## config.mk

```make
export PLATFORM = sky130hd
export DESIGN_NAME = vid_out
export DESIGN_NICKNAME = d
export VERILOG_FILES = /design/src/rtl/vid_out.sv
export SDC_FILE = /design/constraint.sdc
export NUM_CORES = 2
export LEC_CHECK = 0
export ABC_CLOCK_PERIOD_IN_PS = 3450
export CORE_MARGIN = 2
export CORE_UTILIZATION = 39
export DETAILED_ROUTE_END_ITERATION = 16
export SLEW_MARGIN = 20
export SYNTH_ARGS = -nofsm -noshare
export SYNTH_HDL_FRONTEND = slang
export SYNTH_SLANG_ARGS = --single-unit
```

## constraint.sdc

```tcl
create_clock -name clk -period 3.45 [get_ports clk]
set_input_delay 0.5175 -clock clk [delete_from_list [all_inputs] [get_ports clk]]
set_output_delay 0.5175 -clock clk [all_outputs]
set_load 0.05 [all_outputs]
```

## src/rtl/vid_out.sv

```systemverilog
// Video output stage: pixel FIFO, raster timing generator and stream error flags.
// The FIFO is flushed at the start of vertical blanking, when the display engine is asked for a new frame.
module vid_out #(
    parameter int unsigned H_ACTIVE   = 800,
    parameter int unsigned H_FP       = 16,
    parameter int unsigned H_SYNC     = 96,
    parameter int unsigned H_BP       = 48,
    parameter int unsigned V_ACTIVE   = 1024,
    parameter int unsigned V_FP       = 3,
    parameter int unsigned V_SYNC     = 3,
    parameter int unsigned V_BP       = 30,
    parameter int unsigned FIFO_DEPTH = 2048
) (
    input  logic clk,
    input  logic rstn,
    input  logic pixel_valid,
    input  logic pixel,
    output logic pixel_ready,
    input  logic vid_ce,
    output logic vid_hsync,
    output logic vid_vsync,
    output logic vid_de,
    output logic vid_pixel,
    output logic frame_start,
    output logic underflow,
    output logic overflow,
    input  logic clr_err
);

    localparam int unsigned H_TOTAL = H_ACTIVE + H_FP + H_SYNC + H_BP;
    localparam int unsigned V_TOTAL = V_ACTIVE + V_FP + V_SYNC + V_BP;
    localparam int unsigned AW      = $clog2(FIFO_DEPTH);
    localparam int unsigned CW      = 12;

    localparam logic [CW-1:0] H_LAST   = CW'(H_TOTAL - 1);
    localparam logic [CW-1:0] V_LAST   = CW'(V_TOTAL - 1);
    localparam logic [CW-1:0] H_ACT    = CW'(H_ACTIVE);
    localparam logic [CW-1:0] V_ACT    = CW'(V_ACTIVE);
    localparam logic [CW-1:0] HS_BEG   = CW'(H_ACTIVE + H_FP);
    localparam logic [CW-1:0] HS_END   = CW'(H_ACTIVE + H_FP + H_SYNC);
    localparam logic [CW-1:0] VS_BEG   = CW'(V_ACTIVE + V_FP);
    localparam logic [CW-1:0] VS_END   = CW'(V_ACTIVE + V_FP + V_SYNC);
    localparam logic [CW-1:0] CNT_INC  = CW'(1);
    localparam logic [AW:0]   PTR_INC  = (AW + 1)'(1);

    logic [CW-1:0]         r_hcnt;
    logic [CW-1:0]         r_vcnt;
    logic [AW:0]           r_wptr;
    logic [AW:0]           r_rptr;
    logic [FIFO_DEPTH-1:0] r_mem;
    logic                  r_hsync;
    logic                  r_vsync;
    logic                  r_de;
    logic                  r_pixel;
    logic                  r_frame_start;
    logic                  r_underflow;
    logic                  r_overflow;

    logic w_full;
    logic w_empty;
    logic w_active;
    logic w_hs;
    logic w_vs;
    logic w_fsync;
    logic w_push;
    logic w_pop;
    logic w_uf_set;
    logic w_of_set;
    logic w_rd_data;

    // FIFO status and raster region decode from the pre-cycle state
    assign w_full    = (r_wptr[AW] != r_rptr[AW]) && (r_wptr[AW-1:0] == r_rptr[AW-1:0]);
    assign w_empty   = (r_wptr == r_rptr);
    assign w_active  = (r_hcnt < H_ACT) && (r_vcnt < V_ACT);
    assign w_hs      = (r_hcnt >= HS_BEG) && (r_hcnt < HS_END);
    assign w_vs      = (r_vcnt >= VS_BEG) && (r_vcnt < VS_END);
    assign w_fsync   = vid_ce && (r_hcnt == '0) && (r_vcnt == V_ACT);
    assign w_push    = pixel_valid && !w_full && !w_fsync;
    assign w_pop     = vid_ce && w_active && !w_empty;
    assign w_uf_set  = vid_ce && w_active && w_empty;
    assign w_of_set  = pixel_valid && w_full && !w_fsync;
    assign w_rd_data = r_mem[r_rptr[AW-1:0]];

    assign pixel_ready = !w_full;

    always_ff @(posedge clk) begin
        if (w_push) begin
            r_mem[r_wptr[AW-1:0]] <= pixel;
        end
    end

    always_ff @(posedge clk) begin
        if (!rstn) begin
            r_hcnt        <= '0;
            r_vcnt        <= '0;
            r_wptr        <= '0;
            r_rptr        <= '0;
            r_hsync       <= 1'b1;
            r_vsync       <= 1'b1;
            r_de          <= 1'b0;
            r_pixel       <= 1'b0;
            r_frame_start <= 1'b0;
            r_underflow   <= 1'b0;
            r_overflow    <= 1'b0;
        end else begin
            if (vid_ce) begin
                if (r_hcnt == H_LAST) begin
                    r_hcnt <= '0;
                    r_vcnt <= (r_vcnt == V_LAST) ? '0 : r_vcnt + CNT_INC;
                end else begin
                    r_hcnt <= r_hcnt + CNT_INC;
                end
                r_hsync <= !w_hs;
                r_vsync <= !w_vs;
                r_de    <= w_active;
                r_pixel <= w_pop && w_rd_data;
            end
            r_frame_start <= w_fsync;
            // Flush realigns the stream to the new frame fetch
            if (w_fsync) begin
                r_wptr <= '0;
                r_rptr <= '0;
            end else begin
                if (w_push) r_wptr <= r_wptr + PTR_INC;
                if (w_pop)  r_rptr <= r_rptr + PTR_INC;
            end
            r_underflow <= (r_underflow && !clr_err) || w_uf_set;
            r_overflow  <= (r_overflow && !clr_err) || w_of_set;
        end
    end

    assign vid_hsync   = r_hsync;
    assign vid_vsync   = r_vsync;
    assign vid_de      = r_de;
    assign vid_pixel   = r_pixel;
    assign frame_start = r_frame_start;
    assign underflow   = r_underflow;
    assign overflow    = r_overflow;

endmodule

```

==> impl_metrics.json <==
{
  "status": "completed",
  "cts_tree": "done",
  "synth.most_common_cell": "nor2_1",
  "finalWorstSetupSlack_ns": 0.0328,
  "power.internal_uw": 43500,
  "synth_fp_nets": 6228,
  "grt_pass1_vias": 54300,
  "synth_simple_gate_area_share_pct": 10.6,
  "yosysTopAreaCellShare_pct": 67.5,
  "worstPathMaxFanout": 13,
  "drt_iter0_markers": 7510,
  "p_per_area_mw_per_mm2": 530,
  "crit_slowest_cell": "mux4_2",
  "synth_warnings": 0,
  "start_kind": "flip-flop",
  "netSwitchingFraction_pct": 22.8,
  "crit_top_cell": "buf_12",
  "pre_cts_slack_ns": -0.371,
  "htree_levels": 4,
  "total_power_uw": 56300,
  "cts_num_sinks": 2103,
  "synth-compound-area-share_pct": 2.29,
  "gr-total-overflow": 0,
  "min_from": "pixel",
  "core-area_mm2": 0.233,
  "globalplace.congestion": 0.844,
  "multiInputGateArea_mm2": 0.0258,
  "p_clk_share_pct": 39.8,
  "diodes": 0,
  "ir_drop_uv": 413,
  "setup_viol": 0,
  "vias_per_cell": 5.79,
  "yosysSeqAreaShare_pct": 68.7,
  "synth-xor-area-share_pct": 0.500,
  "port_buffers": 13,
  "cts_root_buf": "clkbuf_16",
  "synth-edff-count": 2048,
  "track_usage_pct": 22.0,
  "tightestPinTransition_ns": 1.05,
  "die_area_mm2": 0.238,
  "rsz0062_at_grt": "true",
  "fin_crit_sh_pct": 99.0,
  "worst-endpoint-required_ns": 4.19,
  "clkTransAtPathRegs_ns": 0.06,
  "crit_chain": "buf_12 -> buf_12 -> buf_4 -> buf_12 -> mux4_2 -> mux4_2 -> nand3_1 -> o211ai_1 -> a211oi_2 -> o31a_1 -> o311a_1 -> o21ai_1",
  "netlist_top_cells_count": "nor2_1 (2122), edfxtp_1 (2048), mux4_2 (498), clkbuf_1 (270), buf_2 (232)",
  "maxCapViolCount": 0,
  "synth_mux_area_share_pct": 14.3,
  "setup.worst_path.class": "reg2reg",
  "critPathLaunch": "r_rptr[0]$_SDFFE_PP0P_",
  "antenna_found_initial": 10,
  "grt_max_degree": 236,
  "syn_inst": 6213,
  "fin_nets": 6434,
  "stdcell_area_mm2": 0.106,
  "finalCoreUtilization_pct": 45.7,
  "antenna_left": 0,
  "grt_pass1_wl_um": 381000,
  "drc_errors": 0,
  "die_y_um": 487,
  "ys_async_sr_fraction_pct": 0,
  "p_seq_share_pct": 49.8,
  "ys_types": 73,
  "synthesis.area_mm2": 0.0911,
  "vias": 55900,
  "finalHoldViolCount": 0,
  "io_pins": 14,
  "slew_headroom_pct": 29.8,
  "rows": 177,
  "cts_buffers": 213,
  "wl_per_cell_um": 27.6,
  "drive_gt1_share_pct": 22.2,
  "crit_arrival_ns": 4.16,
  "yosysTopAreaCell": "edfxtp_1",
  "max_clock_freq_mhz": 293,
  "synthFlopType": "edfxtp_1",
  "p_comb_share_pct": 10.5,
  "synth_seq_cells": 2103,
  "ys_top_cells_by_area": "edfxtp_1 (67%), mux4_2 (12%), nor2_1 (8.7%), mux2i_1 (1.8%), buf_2 (1.3%)",
  "synth_top_family_by_area": "multiplexers",
  "avgSynthCellArea_um2": 14.7,
  "skew_ns": 0.0629,
  "clock_latency_ns": 0.88,
  "dp_hpwl_um": 158000,
  "cpPeakStageDelay_ns": 0.51,
  "synthToLayoutAreaGrowth_pct": 16.7,
  "drv_slew": 0,
  "die_w_um": 487,
  "drtPass1Iterations": 5,
  "fillerInstances": 20300,
  "endpoint_kind": "flip-flop",
  "power.leakage_uw": 0.0317,
  "clockBufferDepth": 3,
  "synthAdderAreaFrac_pct": 0.124,
  "totalWireLength_um": 266000,
  "initial_core_util_pct": 39.2,
  "hold_path.class": "in2reg",
  "dpl_cell_area_mm2": 0.0986,
  "regArea_mm2": 0.0626,
  "switchingPower_uw": 12800,
  "post-route-min-period_ns": 3.42,
  "crit-reg2reg-launch": "r_rptr[0]$_SDFFE_PP0P_"
}
-- power by group through the flow --
stage / sequential, uW / clock, uW / combinational [uW]
floorplan: 28600 / 0 / 3800
global placement: 28600 / 0 / 5400
detailed placement: 28600 / 0 / 5440
CTS: 28100 / 22700 / 5730
global route: 28000 / 23700 / 6250
finish: 28000 / 22400 / 5890
-- layer usage --
metal / track usage, % / vias up / routed length, um
li1: - / 23300 / -
met1: 31.0 / 29700 / 108000
met2: 35.5 / 2465 / 127000
met3: 3.34 / 411 / 23500
met4: 6.13 / 2 / 7570
met5: 0 / - / 13
-- final timing paths --
| check | end | slack, ns | cells after the start |
|---|---|---|---|
| setup / recovery | vid_pixel$_SDFFE_PN0P_ | 0.03 | 12 |
| hold / removal | r_mem[64]$_DFFE_PP_ | 0.15 | 1 |
| setup reg to reg | vid_pixel$_SDFFE_PN0P_ | 0.03 | 12 |
| hold reg to reg | vid_vsync$_SDFFE_PN1P_ | 0.48 | 2 |
-- through the flow --
| stage | cells | hold slack [ns] | setup TNS [ns] |
|---|---|---|---|
| finish | 9641 | 0.153 | 0 |
| detailed placement | 9204 | 0.477 | -87.17 |
| global route | 9641 | 0.105 | -0.0827 |
| CTS | 9624 | 0.0851 | -0.0932 |
| global placement | 9204 | 0.458 | -109.02 |
| floorplan | 6213 | 0.480 | 0 |
-- what timing repair did --
item / CTS / global route
endpoints found under the setup margin: 1616 / 528
endpoints found under the hold margin: 0 / 0
resized for setup: 21 / 57
hold buffers: 0 / 0
gates cloned: 5 / 6
buffers inserted: 21 / 11
pin swaps: 2 / 10
-- cells in the final DEF (no fill, tap or decap), types with 56 or more instances in the layout --
| cell type | Yosys | routed |
|---|---|---|
| clkinv_1 | 0 | 56 |
| buf_4 | 63 | 357 |
| nand2_1 | 173 | 139 |
| clkbuf_16 | 0 | 221 |
| buf_12 | 3 | 193 |
| edfxtp_1 | 2048 | 2048 |
| nor2_1 | 2122 | 2120 |
| mux4_2 | 498 | 498 |
| mux2i_1 | 164 | 163 |
| clkbuf_1 | 270 | 60 |
-- worst max-delay path: cells and delay by family (launching register included) --
kind	cells	cell delay [ns]
compound gates	5	1.07
buf+inv	4	0.70
flops	1	0.37
mux	2	1.02
simple gates	1	0.10
-- cell type report --
cell class / count / area share [%]
multi-input combinational: 3490 / 24.3
timing repair buffer: 598 / 6.94
clock inverter: 116 / 0.971
sequential: 2103 / 58.9
tap: 3043 / 3.58
clock buffer: 278 / 5.31
inverter: 13 / 0.0482
-- cells by family (layout without fill, tap and decap cells) --
group                      count (synthesis)  count (layout)
and+or+nand+nor                         2467            2467
DFF                                     2103            2103
muxes                                    675             675
buffers and inverters                    620            1005
AOI/OAI and AO/OA                        287             287
xor gates and xnor gates                  52              52
adders and majority gates                  9               9
-- registers in the layout, summed over array words and instances, names as in the netlist --
name / count
frame_start: 1
overflow: 1
r_hcnt: 12
r_mem: 2048
r_rptr: 12
r_vcnt: 12
r_wptr: 12
underflow: 1
vid_de: 1
vid_hsync: 1
vid_pixel: 1
vid_vsync: 1
(Power assumes the default switching activity.)
